$ cat src/rtl/data_mem_dump_if.sv
// Bus bundle for data_mem_dump: dump request, data-memory read port and serial status.
interface data_mem_dump_if;
    logic        start_dump;
    logic [7:0]  first_addr;
    logic [7:0]  last_addr;
    logic [7:0]  mem_addr;
    logic [15:0] mem_read_data;
    logic        ser_out;
    logic        busy;
    logic        done;

    modport slave (
        input  start_dump, first_addr, last_addr, mem_read_data,
        output mem_addr, ser_out, busy, done
    );

    modport master (
        output start_dump, first_addr, last_addr, mem_read_data,
        input  mem_addr, ser_out, busy, done
    );
endinterface

$ cat src/rtl/data_mem_dump.sv
// Dumps a range of 16-bit data-memory words as UART-style frames (LSB first, idle high).
// Optional macro DUMP_PARITY_EN adds an even-parity bit before the stop bit.
module data_mem_dump #(
    parameter int unsigned CLKS_PER_BIT = 4
) (
    input logic             clk,
    input logic             reset,
    data_mem_dump_if.slave  bus
);

    localparam logic [7:0] CntMax = 8'(CLKS_PER_BIT - 1);
`ifdef DUMP_PARITY_EN
    localparam logic [4:0] StopIdx = 5'd18;
`else
    localparam logic [4:0] StopIdx = 5'd17;
`endif
    // One extra non-timed slot after the stop bit lets the registered ser_out drain it.
    localparam logic [4:0] TailIdx = StopIdx + 5'd1;

    typedef enum logic [2:0] {StIdle, StAddr, StCapture, StSend, StDone} state_e;

    state_e      state_q, state_d;
    logic [7:0]  cur_addr_q, cur_addr_d;
    logic [7:0]  end_addr_q, end_addr_d;
    logic [15:0] shift_q, shift_d;
    logic [7:0]  cnt_q, cnt_d;
    logic [4:0]  idx_q, idx_d;
    logic        ser_out_q, ser_out_d;
    logic        frame_bit;
`ifdef DUMP_PARITY_EN
    logic        parity_q, parity_d;
`endif

    always_comb begin
        state_d    = state_q;
        cur_addr_d = cur_addr_q;
        end_addr_d = end_addr_q;
        shift_d    = shift_q;
        cnt_d      = cnt_q;
        idx_d      = idx_q;
        ser_out_d  = 1'b1;
`ifdef DUMP_PARITY_EN
        parity_d   = parity_q;
`endif

        frame_bit = 1'b1;
        if (idx_q == 5'd0) begin
            frame_bit = 1'b0;
        end else if (idx_q <= 5'd16) begin
            frame_bit = shift_q[0];
`ifdef DUMP_PARITY_EN
        end else if (idx_q == 5'd17) begin
            frame_bit = parity_q;
`endif
        end

        unique case (state_q)
            StIdle: begin
                if (bus.start_dump) begin
                    cur_addr_d = bus.first_addr;
                    end_addr_d = bus.last_addr;
                    state_d    = StAddr;
                end
            end
            StAddr: state_d = StCapture;
            StCapture: begin
                shift_d = bus.mem_read_data;
                cnt_d   = 8'd0;
                idx_d   = 5'd0;
`ifdef DUMP_PARITY_EN
                parity_d = ^bus.mem_read_data;
`endif
                state_d = StSend;
            end
            StSend: begin
                if (idx_q == TailIdx) begin
                    if (cur_addr_q == end_addr_q) begin
                        state_d = StDone;
                    end else begin
                        cur_addr_d = cur_addr_q + 8'd1;
                        state_d    = StAddr;
                    end
                end else begin
                    ser_out_d = frame_bit;
                    if (cnt_q == CntMax) begin
                        cnt_d = 8'd0;
                        idx_d = idx_q + 5'd1;
                        if (idx_q != 5'd0 && idx_q <= 5'd16) begin
                            shift_d = shift_q >> 1;
                        end
                    end else begin
                        cnt_d = cnt_q + 8'd1;
                    end
                end
            end
            StDone: state_d = StIdle;
            default: state_d = StIdle;
        endcase
    end

    always_ff @(posedge clk) begin
        if (reset) begin
            state_q    <= StIdle;
            cur_addr_q <= 8'd0;
            end_addr_q <= 8'd0;
            shift_q    <= 16'd0;
            cnt_q      <= 8'd0;
            idx_q      <= 5'd0;
            ser_out_q  <= 1'b1;
`ifdef DUMP_PARITY_EN
            parity_q   <= 1'b0;
`endif
        end else begin
            state_q    <= state_d;
            cur_addr_q <= cur_addr_d;
            end_addr_q <= end_addr_d;
            shift_q    <= shift_d;
            cnt_q      <= cnt_d;
            idx_q      <= idx_d;
            ser_out_q  <= ser_out_d;
`ifdef DUMP_PARITY_EN
            parity_q   <= parity_d;
`endif
        end
    end

    assign bus.mem_addr = cur_addr_q;
    assign bus.ser_out  = ser_out_q;
    assign bus.busy     = (state_q != StIdle);
    assign bus.done     = (state_q == StDone);

endmodule

$ cat src/flat_wrapper.sv
// flat-port wrapper written by rule: the top's interface ports become plain ports
module data_mem_dump_flat 
#(
    parameter int unsigned CLKS_PER_BIT = 4
)
  (clk, reset, bus_start_dump, bus_first_addr, bus_last_addr, bus_mem_read_data, bus_mem_addr, bus_ser_out, bus_busy, bus_done);
  data_mem_dump_if bus_i ();
  input logic clk;
  input logic reset;
  input wire logic [$bits(bus_i.start_dump)-1:0] bus_start_dump;
  input wire logic [$bits(bus_i.first_addr)-1:0] bus_first_addr;
  input wire logic [$bits(bus_i.last_addr)-1:0] bus_last_addr;
  input wire logic [$bits(bus_i.mem_read_data)-1:0] bus_mem_read_data;
  output wire logic [$bits(bus_i.mem_addr)-1:0] bus_mem_addr;
  output wire logic [$bits(bus_i.ser_out)-1:0] bus_ser_out;
  output wire logic [$bits(bus_i.busy)-1:0] bus_busy;
  output wire logic [$bits(bus_i.done)-1:0] bus_done;
  assign bus_i.start_dump = bus_start_dump;
  assign bus_i.first_addr = bus_first_addr;
  assign bus_i.last_addr = bus_last_addr;
  assign bus_i.mem_read_data = bus_mem_read_data;
  assign bus_mem_addr = bus_i.mem_addr;
  assign bus_ser_out = bus_i.ser_out;
  assign bus_busy = bus_i.busy;
  assign bus_done = bus_i.done;
  data_mem_dump #(.CLKS_PER_BIT(CLKS_PER_BIT)) u_core (.clk(clk), .reset(reset), .bus(bus_i));
endmodule
$ cat config.mk
export PLATFORM = sky130hd
export DESIGN_NAME = data_mem_dump_flat
export DESIGN_NICKNAME = d
export VERILOG_FILES = /design/src/rtl/data_mem_dump_if.sv /design/src/rtl/data_mem_dump.sv /design/src/flat_wrapper.sv
export SDC_FILE = /design/constraint.sdc
export NUM_CORES = 1
export LEC_CHECK = 0
export BUFFER_PORTS_ARGS = -buffer_cell sky130_fd_sc_hd__buf_4
export CORE_ASPECT_RATIO = 1.75
export CORE_MARGIN = 5
export CORE_UTILIZATION = 55
export CTS_BUF_LIST = sky130_fd_sc_hd__clkbuf_8
export DETAILED_ROUTE_END_ITERATION = 7
export PLACE_DENSITY = 0.79
export SLEW_MARGIN = 30
export SYNTH_ARGS = -nofsm -noshare
export SYNTH_HDL_FRONTEND = slang
export SYNTH_SLANG_ARGS = --single-unit
$ cat constraint.sdc
create_clock -name clk -period 4.6 [get_ports clk]
set_input_delay 0.46 -clock clk [delete_from_list [all_inputs] [get_ports clk]]
set_output_delay 0.46 -clock clk [all_outputs]
set_load 0.03 [all_outputs]
* After elaboration in Yosys (flattened, before gate mapping)
Index checks and enable logic that the tools add are counted.
** Storage, ports and cells
- Flip-flop bits (word level) :: 49
- Input bits :: 35
- Output and inout port bits :: 11
** Cells by class
- $add $sub $neg :: 3
- Order comparisons :: 1
- Equal/unequal tests :: 13
- Mux-type cells :: 20
- Bitwise operators :: 1
- Reduce and logical (&&, ||, !) cells :: 14
** Operators with widths (number)
- 16-bit two-way mux :: 3
- 8-bit two-way mux :: 5
- 16-bit case mux with 2 select lines :: 1
- 8-bit case mux with 2 select lines :: 2
- 8-bit by 1-bit adder with 8-bit output, second input constant :: 2
- 3-bit case mux with 4 select lines :: 1
- 5-bit two-way mux :: 2
- 5-bit case mux with 2 select lines :: 1
- 3-bit two-way mux :: 3
- 8-bit by 2-bit equality test with 1-bit output, second input constant :: 1
- 8-bit equality test :: 1
- 4-bit AND reduction :: 2
- 3-bit by 2-bit equality test with 1-bit output, second input constant :: 2
- 2-bit by 1-bit != test with 1-bit output, second input constant :: 3
- 2-bit != test, second input constant :: 3
- 2-bit AND reduction :: 3
- 5-bit by 1-bit adder with 5-bit output, second input constant :: 1
- 5-bit equality test, second input constant :: 1
- 5-bit <= comparator, second input constant :: 1
- 5-bit zero test :: 1
- 5-bit nonzero test :: 1
- 2-bit nonzero test :: 2
- 3-bit by 1-bit equality test with 1-bit output, second input constant :: 1
- 3-bit equality test, second input constant :: 1
- 7 further kinds :: 8

* Longest topological paths before layout
Gate-level depths: netlist of run 1.
- Word-level depth :: 6
- Depth in mapped cells :: 9
- Gate-level depth less buffers :: 8

* Least setup slack after synthesis of run 1
OpenSTA, ideal clock, no wires.
- Path kind :: register to register
- From :: register u_core.cnt_q[0]
- To :: register u_core.shift_q[10]
- Setup time :: 0.088 ns
- Data arrival time :: 1.893 ns
- Setup slack :: 2.619 ns
- Stages on the path, launching flop included :: 8
- Path buffers :: 1
- Cell sequence :: dfxtp_1 ha_1 or4b_4 nor4_4 a31o_2 buf_6 nor2_1 a311oi_2
** On the way
- Cells in the longest elaborated chain, start to end :: 3
** RTL lines
- start, declared :: line data_mem_dump.sv:26 : logic [7:0] cnt_q, cnt_d;
- start signal, assigned :: line data_mem_dump.sv:118 : cnt_q <= cnt_d;
- 8-bit by 2-bit equality test with 1-bit output :: line data_mem_dump.sv:85 : if (cnt_q == CntMax) begin
- 2-bit by 1-bit != test with 1-bit output (no source line)
- 4-bit AND reduction (no source line)
- end signal, assigned :: line data_mem_dump.sv:117 : shift_q <= shift_d;
- end, declared :: line data_mem_dump.sv:25 : logic [15:0] shift_q, shift_d;
Every way passes these cells.
A chain may end at the register's enable or synchronous reset.

* Final worst setup path of run 1
- From :: register u_core.cnt_q[0]
- To :: register u_core.shift_q[14]
Same word-level chain as after synthesis.

==> qor.yml, run 1 <==
synthesis.nets: 342
internal-power_w: 0.000657
gr-usage-all-layers_pct: 20.0
power.leakage_nw: 1.23
postCtsHoldBufs: 0
synth_area_sq_mm: 0.00259
crit_required_ps: 4820
worst_slew_pin_slew_ps: 787
finalCriticalPeriod_ps: 2540
share_comb_of_total_power_pct: 20.6
routabilityCongestion: 0.827
fin_nets: 377
status: "finished, final reports clean"
clock_skew_ps: 10.9
coreArea_sq_mm: 0.00462
antenna_found_initial: 0
report.final.slew_viol_count: 0
synth_top_area_share_pct: 37.8
drt_iter0_markers: 81
pin_count_of_the_biggest_net_entering_global_routing: 37
synth-edff-count: 0
worst-r2r-setup-slack_ps: 2060
numCtsBuffers: 5
drc: 0
yosys-top-cells-area: "sky130_fd_sc_hd__dfxtp_1 (38%), sky130_fd_sc_hd__a311oi_2 (8.7%), sky130_fd_sc_hd__nand2_1 (8.5%)"
worst_hold_startpoint: "bus_last_addr[6]"
firstDrtPassIters: 6
overflow: 0
max_freq_mhz: 393
grt_pass1_vias: 2167
finalSetupTns_ps: 0
routed-wl-met2_um: 3020
synth_most_common_cell: "sky130_fd_sc_hd__nand2_1"
fillers: 385
yosysWarningCount: 0
syn-instance-count: 300
tritoncts_clock_tree: "built"
cts_htree_levels: 2
end_point_of_the_most_critical_hold_path: "u_core.end_addr_q[6]"
maxCapViolations: 0
reg2regPathDepth: 6
cts_root_buffer: "sky130_fd_sc_hd__clkbuf_8"
cts.reportedPaths.clkPinSlew_ps: 90
area_growth_pct: 16.1
hold_slack_ps: 389
rr_startpoint: "u_core.cnt_q[0]"
dp_cells: 380
worst_skew_pair.late_latency_ps: 310
timing.final.crit_share_pct: 55.3
detail_route.wl_per_cell_um: 14.4
die-area_sq_mm: 0.00624
detail-route-antenna-nets: 0
min_path_type: "input port to flop"
post_synth.cell_area_avg_sq_um: 8.65
cp.arrival_ps: 2770
post_synthesis_cell_type_count: 52
antenna_cells_inserted: 0
post_route_cells_drive_above_1_share_pct: 23.8
slew-limit-headroom_pct: 47.5
async_flop_share_pct: 0
drt-vias-per-instance: 5.65
wl_met1_um: 2210
yosys_register_bits: 49
pwr-share-seq_pct: 51.0
setup-violations-final: 0
synth_top_cell_by_area: "sky130_fd_sc_hd__dfxtp_1"
post_cts_resized: 0
cts.sink_count: 49
die_x_um: 61.9
top_signal_layer_used: "met4"
synth_common_cells: "sky130_fd_sc_hd__nand2_1 (59), sky130_fd_sc_hd__dfxtp_1 (49), sky130_fd_sc_hd__nor2_1 (39)"
clock_power_share_pct: 28.4
worst-path-max-fanout: 31
grt_pass1_wl_um: 9500
power.ir.vdd_worst_v: 0.000280
sw_frac_of_total_pct: 30.3
post_cts_buffers: 0
core.rowCount: 33
worst_hold_path.num_cells: 3
final-hold-violation-count: 0
port_buffers: 45
clk_path_buf_depth: 2
met3_wirelength_um: 255
power_density_mw_per_mm2: 313
worstSetupEndpointType: "flop"
pin_count: 46
p_total_w: 0.000943
die_height_um: 101
vias: 2192
postRouteWirelength_um: 5570
start_kind: "flop"
place.detailed.hpwl_um: 4070
grt_setup_unrepaired: "false"
synth.yosys.seq_area_share_pct: 37.8
rr_endpoint: "u_core.shift_q[14]"
floorplan.initialDensity_pct: 56.1
power.net_switching_w: 0.000286
final_cells: 388
synth_flop_cell: "sky130_fd_sc_hd__dfxtp_1"
worst-setup-path-type: "flop to flop"
[power by group through the flow]
| stage | sequential, W | clock (W) | combinational [W] |
|---|---|---|---|
| after floorplan | 0.000492 | 0 | 0.000137 |
| after global placement | 0.000489 | 0 | 0.000191 |
| after detailed placement | 0.000490 | 0 | 0.000196 |
| after CTS | 0.000480 | 0.000279 | 0.000197 |
| after global routing | 0.000485 | 0.000297 | 0.000217 |
| final | 0.000481 | 0.000268 | 0.000194 |
[area by class of cell]
class / count / area (sq um) / area share, %
sequential: 49 / 981 / 32.6
timing repair buffer: 46 / 345 / 11.5
clock buffer: 6 / 82.6 / 2.74
inverter: 8 / 30.0 / 0.998
multi-input combinational: 225 / 1490 / 49.6
tap: 52 / 65.1 / 2.16
clock inverter: 2 / 13.8 / 0.457
[cell usage in the layout, fill, tap and decap left out, types with 2 or more instances in the layout]
cell type,instances
sky130_fd_sc_hd__xor2_1,14
sky130_fd_sc_hd__ha_1,7
sky130_fd_sc_hd__o21ai_0,3
sky130_fd_sc_hd__nor4_2,2
sky130_fd_sc_hd__a211oi_1,2
sky130_fd_sc_hd__a21o_1,2
sky130_fd_sc_hd__nor3_1,3
sky130_fd_sc_hd__or2_2,2
sky130_fd_sc_hd__a22o_1,2
sky130_fd_sc_hd__dfxtp_1,49
sky130_fd_sc_hd__inv_1,8
sky130_fd_sc_hd__nand3_1,7
sky130_fd_sc_hd__and2_1,4
sky130_fd_sc_hd__a311oi_2,15
sky130_fd_sc_hd__xnor2_1,6
sky130_fd_sc_hd__nand2_1,59
sky130_fd_sc_hd__and3_1,6
sky130_fd_sc_hd__nand3b_1,2
sky130_fd_sc_hd__a21oi_1,14
sky130_fd_sc_hd__nand4_1,7
sky130_fd_sc_hd__clkbuf_8,6
sky130_fd_sc_hd__o211ai_1,2
sky130_fd_sc_hd__o21a_1,2
sky130_fd_sc_hd__nor2_1,39
sky130_fd_sc_hd__buf_4,46
[worst max-delay path by stage]
stage | startpoint | to | cells past startpoint
after global placement | u_core.cnt_q[0] | u_core.shift_q[3] | 6
after floorplan | u_core.cnt_q[0] | u_core.shift_q[10] | 7
final | u_core.cnt_q[0] | u_core.shift_q[14] | 6
after global routing | u_core.cnt_q[1] | u_core.shift_q[14] | 6
after CTS | u_core.cnt_q[0] | u_core.shift_q[14] | 6
after detailed placement | u_core.cnt_q[0] | u_core.shift_q[14] | 6
[sequential cells by signal, indices dropped and copies added, names as in the netlist]
name                 count
u_core.cnt_q             8
u_core.shift_q          16
u_core.end_addr_q        8
u_core.bus.mem_addr      8
u_core.bus.ser_out       1
u_core.idx_q             5
u_core.state_q           3
[logic make-up (layout without fill, tap and decap cells)]
| family | count (synthesis) | count (layout) | synth area share, % |
|---|---|---|---|
| adders and majority gates | 7 | 7 | 3.38 |
| and+or+nand+nor | 138 | 138 | 25.4 |
| muxes | 2 | 2 | 0.820 |
| buffers and inverters | 26 | 62 | 4.63 |
| xor gates and xnor gates | 20 | 20 | 6.75 |
| DFF | 49 | 49 | 37.8 |
| AOI/OAI and AO/OA | 58 | 58 | 21.2 |
[per-layer routing]
layer | GRT usage (%) | vias to the layer above
li1 | - | 1117
met1 | 22.4 | 1025
met2 | 35.4 | 44
met3 | 3.72 | 6
met4 | 7.84 | 0
met5 | 0 | -
[stage by stage]
| step | setup WS (ps) | util (%) | cell area (sq um) |
|---|---|---|---|
| finish | 2060 | 65.1 | 3010 |
| CTS | 2030 | 65.1 | 3010 |
| global route | 1780 | 65.1 | 3010 |
| detailed placement | 2060 | 63.0 | 2910 |
| floorplan | 2620 | - | 2590 |
| global placement | 2170 | 63.0 | 2910 |
[worst max-delay path, stage by stage (launching register included)]
cell                       delay [ps]
sky130_fd_sc_hd__dfxtp_1          370
sky130_fd_sc_hd__ha_1             210
sky130_fd_sc_hd__or4b_4           490
sky130_fd_sc_hd__nor4_4           310
sky130_fd_sc_hd__a31o_2           690
sky130_fd_sc_hd__nor2_1           120
sky130_fd_sc_hd__a311oi_2         260
No activity file was read; power rests on OpenSTA's default activity.
==> run 2: changes to the inputs <==
Settings changed: CORE_UTILIZATION 55 to 52, PLACE_DENSITY 0.79 to 0.78.
Clock period 4.6 ns to 2.25 ns, I/O delays scaled along.
==> qor.yml, run 2 (synthesis results as in run 1) <==
setup-violations-final: 0  # unchanged
pin_count: 46  # unchanged
grt_setup_unrepaired: "false"  # unchanged
numCtsBuffers: 5  # unchanged
worst-path-max-fanout: 31  # unchanged
postRouteWirelength_um: 5840  # was 5570 um
gr-usage-all-layers_pct: 18.7  # was 20.0%
largest_register_ff_count: 16  # unchanged
dp_cells: 397  # was 380
worst_skew_pair.late_latency_ps: 310  # about the same
cts_root_buffer: "sky130_fd_sc_hd__clkbuf_8"  # unchanged
worst_slew_pin_slew_ps: 472  # was 787 ps
final-hold-violation-count: 0  # unchanged
power.ir.vdd_worst_v: 0.000705  # was 0.000280 V
max_freq_mhz: 479  # was 393 MHz
routabilityCongestion: 0.847  # was 0.827
postCtsHoldBufs: 0  # unchanged
cts.reportedPaths.clkPinSlew_ps: 100  # was 90 ps
place.detailed.hpwl_um: 4360  # was 4070 um
fillers: 434  # was 385
detail-route-antenna-nets: 0  # unchanged
finalCoreUtilization_pct: 64.0  # was 65.1%
pin_count_of_the_biggest_net_entering_global_routing: 37  # unchanged
post_cts_buffers: 0  # unchanged
worstSetupEndpointType: "flop"  # unchanged
cts_htree_levels: 2  # unchanged
report.final.slew_viol_count: 0  # unchanged
clock_skew_ps: 7.33  # was 10.9 ps
area_growth_pct: 20.7  # was 16.1%
maxCapViolations: 0  # unchanged
grt_pass1_wl_um: 9960  # was 9500 um
timing.final.crit_share_pct: 92.9  # was 55.3%
finalSetupTns_ps: 0  # unchanged
fin_nets: 392  # was 377
vias: 2287  # was 2192
die_height_um: 103  # was 101 um
floorplan.initialDensity_pct: 53.0  # was 56.1%
detail_route.wl_per_cell_um: 14.4  # about the same
tritoncts_clock_tree: "built"  # unchanged
coreArea_sq_mm: 0.00489  # was 0.00462 sq mm
clk_path_buf_depth: 2  # unchanged
start_kind: "flop"  # unchanged
drt-vias-per-instance: 5.65  # about the same
overflow: 0  # unchanged
die_x_um: 63.4  # was 61.9 um
port_buffers: 45  # unchanged
max_flop_register: "u_core.shift_q"  # unchanged
power.leakage_nw: 1.30  # was 1.23 nW
grt_pass1_vias: 2235  # was 2167
final_common_cell: "sky130_fd_sc_hd__buf_4"  # was sky130_fd_sc_hd__nand2_1
die-area_sq_mm: 0.00656  # was 0.00624 sq mm
final_cells: 405  # was 388
drt_iter0_markers: 87  # was 81
firstDrtPassIters: 4  # was 6
post_route_cells_drive_above_1_share_pct: 27.1  # was 23.8%
antenna_cells_inserted: 0  # unchanged
core.rowCount: 34  # was 33
cp.arrival_ps: 2310  # was 2770 ps
finalCriticalPeriod_ps: 2090  # was 2540 ps
power_density_mw_per_mm2: 628  # was 313 mW/mm^2
status: "finished, final reports clean"  # unchanged
drc: 0  # unchanged
layout.cells.most_common_list: "sky130_fd_sc_hd__buf_4 (60), sky130_fd_sc_hd__nand2_1 (59), sky130_fd_sc_hd__dfxtp_1 (49)"  # was sky130_fd_sc_hd__nand2_1 (59), sky130_fd_sc_hd__dfxtp_1 (49), sky130_fd_sc_hd__buf_4 (46)
min_path_type: "input port to flop"  # unchanged
crit_required_ps: 2470  # was 4820 ps
cts.sink_count: 49  # unchanged
post_cts_resized: 0  # unchanged
slew-limit-headroom_pct: 68.6  # was 47.5%
antenna_found_initial: 0  # unchanged
worst-setup-path-type: "flop to flop"  # unchanged
-- run 2: cell types whose count changed in the layout (fill, tap and decap cells not counted) --
cell	delta
sky130_fd_sc_hd__inv_6	+1
sky130_fd_sc_hd__clkinv_4	-1
sky130_fd_sc_hd__buf_12	+1
sky130_fd_sc_hd__clkinvlp_4	+1
sky130_fd_sc_hd__buf_4	+14
sky130_fd_sc_hd__clkbuf_8	-1
-- run 2: through the flow --
| step | area (sq um) | hold WS (ps) | worst slack (ps) | power, W |
|---|---|---|---|---|
| finish | 3130 | 152 | 160 | 0.00197 |
| global route | 3130 | 154 | 7.65 | 0.00206 |
| CTS | 3130 | 145 | 142 | 0.00198 |
| detailed placement | 3040 | 466 | 165 | 0.00145 |
| global placement | 3040 | 454 | 267 | 0.00143 |
| floorplan | 2590 | 361 | 269 | 0.00129 |
-- run 2: routing by layer --
metal	track usage [%]	share of wire [%]	up-vias
met5	0	0	-
met1	19.4	39	1089
met4	7.36	1.7	0
met2	36.5	56	41
met3	3.24	3.7	9
li1	-	-	1148
-- run 2: area by class of cell --
cell class | instances | area, sq um | area share, %
Multi-Input combinational cell | 225 | 1490 | 47.7
Sequential cell | 49 | 981 | 31.3
Timing Repair Buffer | 61 | 470 | 15.0
Clock buffer | 5 | 68.8 | 2.20
Tap cell | 54 | 67.6 | 2.16
Inverter | 8 | 30.0 | 0.959
Clock inverter | 3 | 21.3 | 0.679
-- run 2: critical path: stages, from the launching register on --
cell and delay, ps:
sky130_fd_sc_hd__dfxtp_1 380, sky130_fd_sc_hd__ha_1 220, sky130_fd_sc_hd__or4b_4 490, sky130_fd_sc_hd__nor4_4 180, sky130_fd_sc_hd__a31o_2 230, sky130_fd_sc_hd__buf_12 200
sky130_fd_sc_hd__nor2_1 70, sky130_fd_sc_hd__a311oi_2 240
-- run 2: where the power goes --
group	total (W)	switching [W]	internal [W]	leakage, nW
sequential	0.000971	0.0000453	0.000926	0.400
combinational	0.000456	0.000252	0.000204	0.855
clock	0.000538	0.000317	0.000221	0.0445
total	0.00197	0.000614	0.00135	1.30
-- run 2: final timing paths --
kind	from	to	slack (ps)	cells past startpoint
min reg2reg	u_core.end_addr_q[0]	u_core.end_addr_q[0]	480	2
min	bus_last_addr[5]	u_core.end_addr_q[5]	150	3
max	u_core.cnt_q[0]	u_core.shift_q[13]	160	7
max reg2reg	u_core.cnt_q[0]	u_core.shift_q[13]	160	7
